File: config.mk
export PLATFORM = sky130hd
export DESIGN_NAME = generador_pulsos_flat
export DESIGN_NICKNAME = d
export VERILOG_FILES = /design/src/rtl/pulsos_pkg.sv /design/src/rtl/generador_pulsos_if.sv /design/src/rtl/contador_fase.sv /design/src/rtl/generador_pulsos.sv /design/src/flat_wrapper.sv
export SDC_FILE = /design/constraint.sdc
export NUM_CORES = 1
export LEC_CHECK = 0
export BUFFER_PORTS_ARGS = -buffer_cell sky130_fd_sc_hd__buf_2
export CAP_MARGIN = 0
export CORE_ASPECT_RATIO = 0.8
export CORE_MARGIN = 3
export CORE_UTILIZATION = 35
export DETAILED_ROUTE_END_ITERATION = 10
export HOLD_SLACK_MARGIN = 0.15
export PLACE_DENSITY_LB_ADDON = 0.25
export SYNTH_ARGS = -nofsm -noshare
export SYNTH_HDL_FRONTEND = slang
export SYNTH_SLANG_ARGS = --single-unit
export TNS_END_PERCENT = 20
File: constraint.sdc
create_clock -name CLK -period 5.7 [get_ports CLK]
set_clock_uncertainty 0.1 [all_clocks]
set_input_delay 0.285 -clock CLK [delete_from_list [all_inputs] [get_ports CLK]]
set_output_delay 0.285 -clock CLK [all_outputs]
set_load 0.02 [all_outputs]
File: src/rtl/pulsos_pkg.sv
// pulsos_pkg: shared state encoding and default widths for the pulse generator and its detector bench.
// Contents: ST_* state codes (2 bits), estado_t FSM state type, PULSOS_* default field widths.
package pulsos_pkg;
  localparam int PULSOS_WIDTH_BITS = 8;
  localparam int PULSOS_COUNT_BITS = 8;
  localparam logic [1:0] ST_IDLE = 2'd0;
  localparam logic [1:0] ST_HIGH = 2'd1;
  localparam logic [1:0] ST_LOW  = 2'd2;
  localparam logic [1:0] ST_DONE = 2'd3;
  typedef enum logic [1:0] {
    S_IDLE = ST_IDLE,
    S_HIGH = ST_HIGH,
    S_LOW  = ST_LOW,
    S_DONE = ST_DONE
  } estado_t;
endpackage

File: src/rtl/generador_pulsos_if.sv
// generador_pulsos_if: command/status bundle of the pulse-train generator.
// master: drives Start, Abort, Pulse_count, High_cycles, Low_cycles; sees Pulse, Busy, Done, Sent_count.
// slave : the generator side, with the directions reversed.
interface generador_pulsos_if #(
  parameter int WIDTH_BITS = 8,
  parameter int COUNT_BITS = 8
) ();
  logic                  Start;
  logic                  Abort;
  logic [COUNT_BITS-1:0] Pulse_count;
  logic [WIDTH_BITS-1:0] High_cycles;
  logic [WIDTH_BITS-1:0] Low_cycles;
  logic                  Pulse;
  logic                  Busy;
  logic                  Done;
  logic [COUNT_BITS-1:0] Sent_count;
  modport master (
    output Start, Abort, Pulse_count, High_cycles, Low_cycles,
    input  Pulse, Busy, Done, Sent_count
  );
  modport slave (
    input  Start, Abort, Pulse_count, High_cycles, Low_cycles,
    output Pulse, Busy, Done, Sent_count
  );
endinterface

File: src/rtl/contador_fase.sv
// contador_fase: loadable down-counter timing one HIGH or LOW phase of a pulse.
// Ports: CLK clock; Reset async active-low; i_load loads i_value; o_zero flags the last cycle of the phase.
module contador_fase #(
  parameter int W = 8
) (
  input  logic         CLK,
  input  logic         Reset,
  input  logic         i_load,
  input  logic [W-1:0] i_value,
  output logic         o_zero
);
  logic [W-1:0] r_cnt;
  logic [W-1:0] w_start;
  // A phase of V cycles starts at V-1 so zero marks its final cycle; V=0 behaves as V=1.
  assign w_start = (i_value == '0) ? '0 : i_value - 1'b1;
  assign o_zero  = (r_cnt == '0);
  always_ff @(posedge CLK or negedge Reset)
    if (!Reset) r_cnt <= '0;
    else        r_cnt <= i_load ? w_start : o_zero ? r_cnt : r_cnt - 1'b1;
endmodule

File: src/rtl/generador_pulsos.sv
// generador_pulsos: emits a burst of N pulses, each H cycles high and L cycles low, on command.
// Ports: CLK clock; Reset async active-low; bus (slave) carries Start/Abort/config in and Pulse/Busy/Done/Sent_count out.
module generador_pulsos
  import pulsos_pkg::*;
#(
  parameter int WIDTH_BITS = PULSOS_WIDTH_BITS,
  parameter int COUNT_BITS = PULSOS_COUNT_BITS
) (
  input logic                CLK,
  input logic                Reset,
  generador_pulsos_if.slave  bus
);
  estado_t               r_state;
  logic                  r_pulse;
  logic                  r_busy;
  logic                  r_done;
  logic [COUNT_BITS-1:0] r_sent;
  logic [COUNT_BITS-1:0] r_count;
  logic [WIDTH_BITS-1:0] r_high;
  logic [WIDTH_BITS-1:0] r_low;
  logic                  w_zero;
  logic                  w_load;
  logic [WIDTH_BITS-1:0] w_value;
  // One counter serves both phases: reload on every phase change, from the live
  // config on Start (shadows not yet written) and from the shadows afterwards.
  assign w_load = ((r_state == S_IDLE) && bus.Start && (bus.Pulse_count != '0)) ||
                  ((r_state == S_HIGH) && w_zero) ||
                  ((r_state == S_LOW) && w_zero && (r_sent != r_count));
  assign w_value = (r_state == S_IDLE) ? bus.High_cycles :
                   (r_state == S_HIGH) ? r_low : r_high;
  contador_fase #(.W(WIDTH_BITS)) u_fase (
    .CLK     (CLK),
    .Reset   (Reset),
    .i_load  (w_load),
    .i_value (w_value),
    .o_zero  (w_zero)
  );
  always_ff @(posedge CLK or negedge Reset)
    if (!Reset) begin
      r_state <= S_IDLE;
      r_pulse <= 1'b0;
      r_busy  <= 1'b0;
      r_done  <= 1'b0;
      r_sent  <= '0;
      r_count <= '0;
      r_high  <= '0;
      r_low   <= '0;
    end else begin
      r_done <= 1'b0;
      // Abort wins over everything, including a Start seen in IDLE; Sent_count is kept.
      if (bus.Abort) begin
        r_state <= S_IDLE;
        r_pulse <= 1'b0;
        r_busy  <= 1'b0;
      end else begin
        case (r_state)
          S_IDLE:
            if (bus.Start) begin
              r_count <= bus.Pulse_count;
              r_high  <= bus.High_cycles;
              r_low   <= bus.Low_cycles;
              r_sent  <= '0;
              r_busy  <= 1'b1;
              if (bus.Pulse_count == '0) begin
                r_state <= S_DONE;
                r_done  <= 1'b1;
              end else begin
                r_state <= S_HIGH;
                r_pulse <= 1'b1;
              end
            end
          S_HIGH:
            if (w_zero) begin
              r_state <= S_LOW;
              r_pulse <= 1'b0;
              r_sent  <= r_sent + 1'b1;
            end
          S_LOW:
            if (w_zero) begin
              if (r_sent == r_count) begin
                r_state <= S_DONE;
                r_done  <= 1'b1;
              end else begin
                r_state <= S_HIGH;
                r_pulse <= 1'b1;
              end
            end
          S_DONE: begin
            r_state <= S_IDLE;
            r_busy  <= 1'b0;
          end
          default: r_state <= S_IDLE;
        endcase
      end
    end
  assign bus.Pulse      = r_pulse;
  assign bus.Busy       = r_busy;
  assign bus.Done       = r_done;
  assign bus.Sent_count = r_sent;
endmodule

File: src/flat_wrapper.sv
// flat-port wrapper written by rule: the top's interface ports become plain ports
module generador_pulsos_flat import pulsos_pkg::*;
#(
  parameter int WIDTH_BITS = PULSOS_WIDTH_BITS,
  parameter int COUNT_BITS = PULSOS_COUNT_BITS
)
  (CLK, Reset, bus_Start, bus_Abort, bus_Pulse_count, bus_High_cycles, bus_Low_cycles, bus_Pulse, bus_Busy, bus_Done, bus_Sent_count);
  generador_pulsos_if #(.WIDTH_BITS(WIDTH_BITS), .COUNT_BITS(COUNT_BITS)) bus_i ();
  input logic CLK;
  input logic Reset;
  input wire logic [$bits(bus_i.Start)-1:0] bus_Start;
  input wire logic [$bits(bus_i.Abort)-1:0] bus_Abort;
  input wire logic [$bits(bus_i.Pulse_count)-1:0] bus_Pulse_count;
  input wire logic [$bits(bus_i.High_cycles)-1:0] bus_High_cycles;
  input wire logic [$bits(bus_i.Low_cycles)-1:0] bus_Low_cycles;
  output wire logic [$bits(bus_i.Pulse)-1:0] bus_Pulse;
  output wire logic [$bits(bus_i.Busy)-1:0] bus_Busy;
  output wire logic [$bits(bus_i.Done)-1:0] bus_Done;
  output wire logic [$bits(bus_i.Sent_count)-1:0] bus_Sent_count;
  assign bus_i.Start = bus_Start;
  assign bus_i.Abort = bus_Abort;
  assign bus_i.Pulse_count = bus_Pulse_count;
  assign bus_i.High_cycles = bus_High_cycles;
  assign bus_i.Low_cycles = bus_Low_cycles;
  assign bus_Pulse = bus_i.Pulse;
  assign bus_Busy = bus_i.Busy;
  assign bus_Done = bus_i.Done;
  assign bus_Sent_count = bus_i.Sent_count;
  generador_pulsos #(.WIDTH_BITS(WIDTH_BITS), .COUNT_BITS(COUNT_BITS)) u_core (.CLK(CLK), .Reset(Reset), .bus(bus_i));
endmodule
==> flow_metrics.env <==
export IMPL_area_growth_syn_to_layout_pct=24.8
export IMPL_syn_area_sq_um=2570
export IMPL_timing_hold_worst_start="bus_Pulse_count[7]"
export IMPL_clockRootBuffer="sky130_fd_sc_hd__clkbuf_8"
export IMPL_worst_endpoint_arrival_ns=3.06
export IMPL_inserted_clock_buffers=5
export IMPL_worst_path_max_fanout=21
export IMPL_first_global_vias=1905
export IMPL_routed_via_count=2008
export IMPL_fin_setup_tns_ns=0
export IMPL_place_gp_congestion=0.776
export IMPL_run_status="finished, final reports clean"
export IMPL_clock_tree_from_tritoncts="built"
export IMPL_yosys_warnings=0
export IMPL_floorplan_rows=27
export IMPL_clkSlewWorstSetupHoldPaths_ns=0.08
export IMPL_edff_count_synth=0
export IMPL_worst_slew_pin_transition_ns=1.04
export IMPL_post_synth_cell_area_avg_sq_um=10.3
export IMPL_maxSlewHeadroom_pct=30.5
export IMPL_timing_final_setup_violations=0
export IMPL_rsz0062_at_grt="no"
export IMPL_grt_ovf=0
export IMPL_diodes=0
export IMPL_half_perimeter_wire_length_of_the_detailed_placement_result_mm=3.99
export IMPL_io_buffers=38
export IMPL_post_synthesis_sequential_area_ratio_pct=43.9
export IMPL_end_kind="flop"
export IMPL_vdd_ir_drop_worst_mv=0.155
export IMPL_drc_errors=0
export IMPL_timing_max_cap_violations=0
export IMPL_fmax_mhz=334
export IMPL_final_period_utilization_pct=52.5
export IMPL_synthFlopType="sky130_fd_sc_hd__dfrtp_1"
export IMPL_mappedNetlistNets=283
export IMPL_tmin_final_ns=2.99
export IMPL_min_delay_worst_type="input pin to flop"
export IMPL_async_sr_flop_fraction_pct=100
export IMPL_avgRoutedWirePerCell_microns=13.9
export IMPL_chipWidth_microns=102
export IMPL_criticalPathCategory="flop to flop"
export IMPL_totalWireLength_mm=5.56
export IMPL_r2r_start="u_core.r_state[0]$_DFFE_PN0P_"
export IMPL_layout_cells_most_common_list="45 x sky130_fd_sc_hd__dfrtp_1, 38 x sky130_fd_sc_hd__buf_2, 28 x sky130_fd_sc_hd__mux2_2"
export IMPL_drt_first_iter_violations=84
export IMPL_drt_pass1_iterations=4
export IMPL_coreArea_sq_um=6990
export IMPL_drtAntennaViolNets=0
export IMPL_worst_setup_path_start_kind="flop"
export IMPL_share_of_cells_above_drive_strength_1_pct=26.5
export IMPL_cp_startpoint="u_core.r_state[0]$_DFFE_PN0P_"
export IMPL_cts_htree_levels=2
export IMPL_num_io_pins=39
export IMPL_cts_sinks=45
export IMPL_global_route_wire_length_before_repair_mm=9.38
export IMPL_power_per_cell_area_nw_per_um2=339
export IMPL_die_y_microns=82.6
export IMPL_power_leakage_nw=1.38
export IMPL_required_ns=5.77
export IMPL_fin_nets=345
export IMPL_synthDistinctLibCells=45
export IMPL_synth_cells=250
export IMPL_grt_antenna_before_repair=0
export IMPL_mostFrequentLayoutCell="sky130_fd_sc_hd__dfrtp_1"
export IMPL_start_util_pct=36.7
export IMPL_report_final_slew_viol_count=0
export IMPL_all_layer_global_routing_usage_pct=14.3
export IMPL_die_area_sq_um=8400
export IMPL_viasPerCell=5.02
export IMPL_grt_start_max_net_pins=46
export IMPL_post_layout_total_power_mw=1.09
export IMPL_clock_insertion_delay_worst_skew_ns=0.30
export IMPL_synth_ff_latch_count=45
export IMPL_cts_root_to_sink_buffers=2
export IMPL_hold_violations=0
==> path summary, 6_finish.rpt <==
check | to | slack [ns] | cells past startpoint
setup / recovery | u_core.u_fase.r_cnt[5]$_DFFE_PN0P_ | 2.71 | 7
hold / removal | u_core.r_count[7]$_DFFE_PN0P_ | 0.16 | 2
setup reg to reg | u_core.u_fase.r_cnt[5]$_DFFE_PN0P_ | 2.71 | 7
hold reg to reg | u_core.r_low[0]$_DFFE_PN0P_ | 0.41 | 1
max in group asynchronous | u_core.u_fase.r_cnt[0]$_DFFE_PN0P_ | 4.25 | 2
min in group asynchronous | u_core.r_count[1]$_DFFE_PN0P_ | 0.61 | 2
==> sequential cells by signal, indices dropped and copies added, names as in the netlist <==
signal / flops
u_core.bus.Done: 1
u_core.r_state: 2
u_core.bus.Sent_count: 8
u_core.bus.Busy: 1
u_core.r_count: 8
u_core.bus.Pulse: 1
u_core.u_fase.r_cnt: 8
u_core.r_high: 8
u_core.r_low: 8
==> kinds of logic (layout without fill, tap and decap cells) <==
logic type	count (synthesis)	in the layout	synth area share (%)
compound gates	39	39	10.1
xor+xnor	21	21	7.17
fa+ha+maj	5	5	2.44
buf+inv	15	78	2.63
flops	45	45	43.9
mux	36	36	15.9
simple gates	89	89	17.8
==> worst max-delay path: stages, from the launching register on <==
cell and delay, ns:
sky130_fd_sc_hd__dfrtp_1 0.90, sky130_fd_sc_hd__mux2_2 0.41, sky130_fd_sc_hd__mux2i_1 0.36, sky130_fd_sc_hd__ha_1 0.24, sky130_fd_sc_hd__inv_1 0.05, sky130_fd_sc_hd__or3_1 0.37
sky130_fd_sc_hd__nor2_1 0.28, sky130_fd_sc_hd__a221oi_1 0.14
==> timing repair <==
item	CTS	global route
setup endpoints to repair	0	0
gates resized for setup	0	0
hold endpoints to repair	70	0
setup buffers	0	0
hold buffers	25	0
==> area by class of cell <==
class                   count  area, sq um
clock buffers               6         82.6
clock inverters             2         37.5
fillers                   663         3790
inverters                   6         22.5
multi-input cells         190         1380
flip-flops and latches     45         1130
well taps                  87          109
repair buffers             64          448
==> layer usage <==
layer,GRT usage (%),share of wire (%),wire [microns]
met1,21.1,52,2910
met2,20.3,41,2300
met3,3.61,4.8,265
met4,4.65,1.4,78
met5,0,0,0
==> cells in the mapped netlist, drive strengths merged (2+ instances only) <==
master,instances,area [sq um]
a211oi,3,27.5
a21o,2,15.0
a21oi,4,20.0
a31oi,4,25.0
and2,2,12.5
buf,3,22.5
clkbuf,6,22.5
dfrtp,45,1130
ha,5,62.6
inv,6,22.5
mux2,28,315
mux2i,8,92.6
nand2,18,67.6
nand2b,3,18.8
nand3,11,55.1
nor2,20,75.1
nor3,12,60.1
nor4,10,68.8
o21ai,13,68.8
o31ai,6,45.0
or3,5,31.3
or4,2,18.8
xnor2,10,87.6
xor2,11,96.3
==> where the power goes <==
group          internal (mW)  leakage, nW  switching (mW)
registers              0.402        0.553          0.0850
logic                  0.174        0.765           0.171
clock network          0.143       0.0574           0.112
==> metrics by stage <==
step	instances	setup slack, ns	instance area [sq um]	hold slack [ns]	utilization (%)
after floorplan	250	3.33	2570	-0.111	-
after global placement	367	2.80	2830	0.393	40.5
after detailed placement	367	2.70	2830	0.395	40.5
after CTS	400	2.69	3200	0.153	45.8
after global routing	400	2.46	3200	0.157	45.8
final	400	2.71	3200	0.161	45.8
No activity file was read; power rests on OpenSTA's default activity.
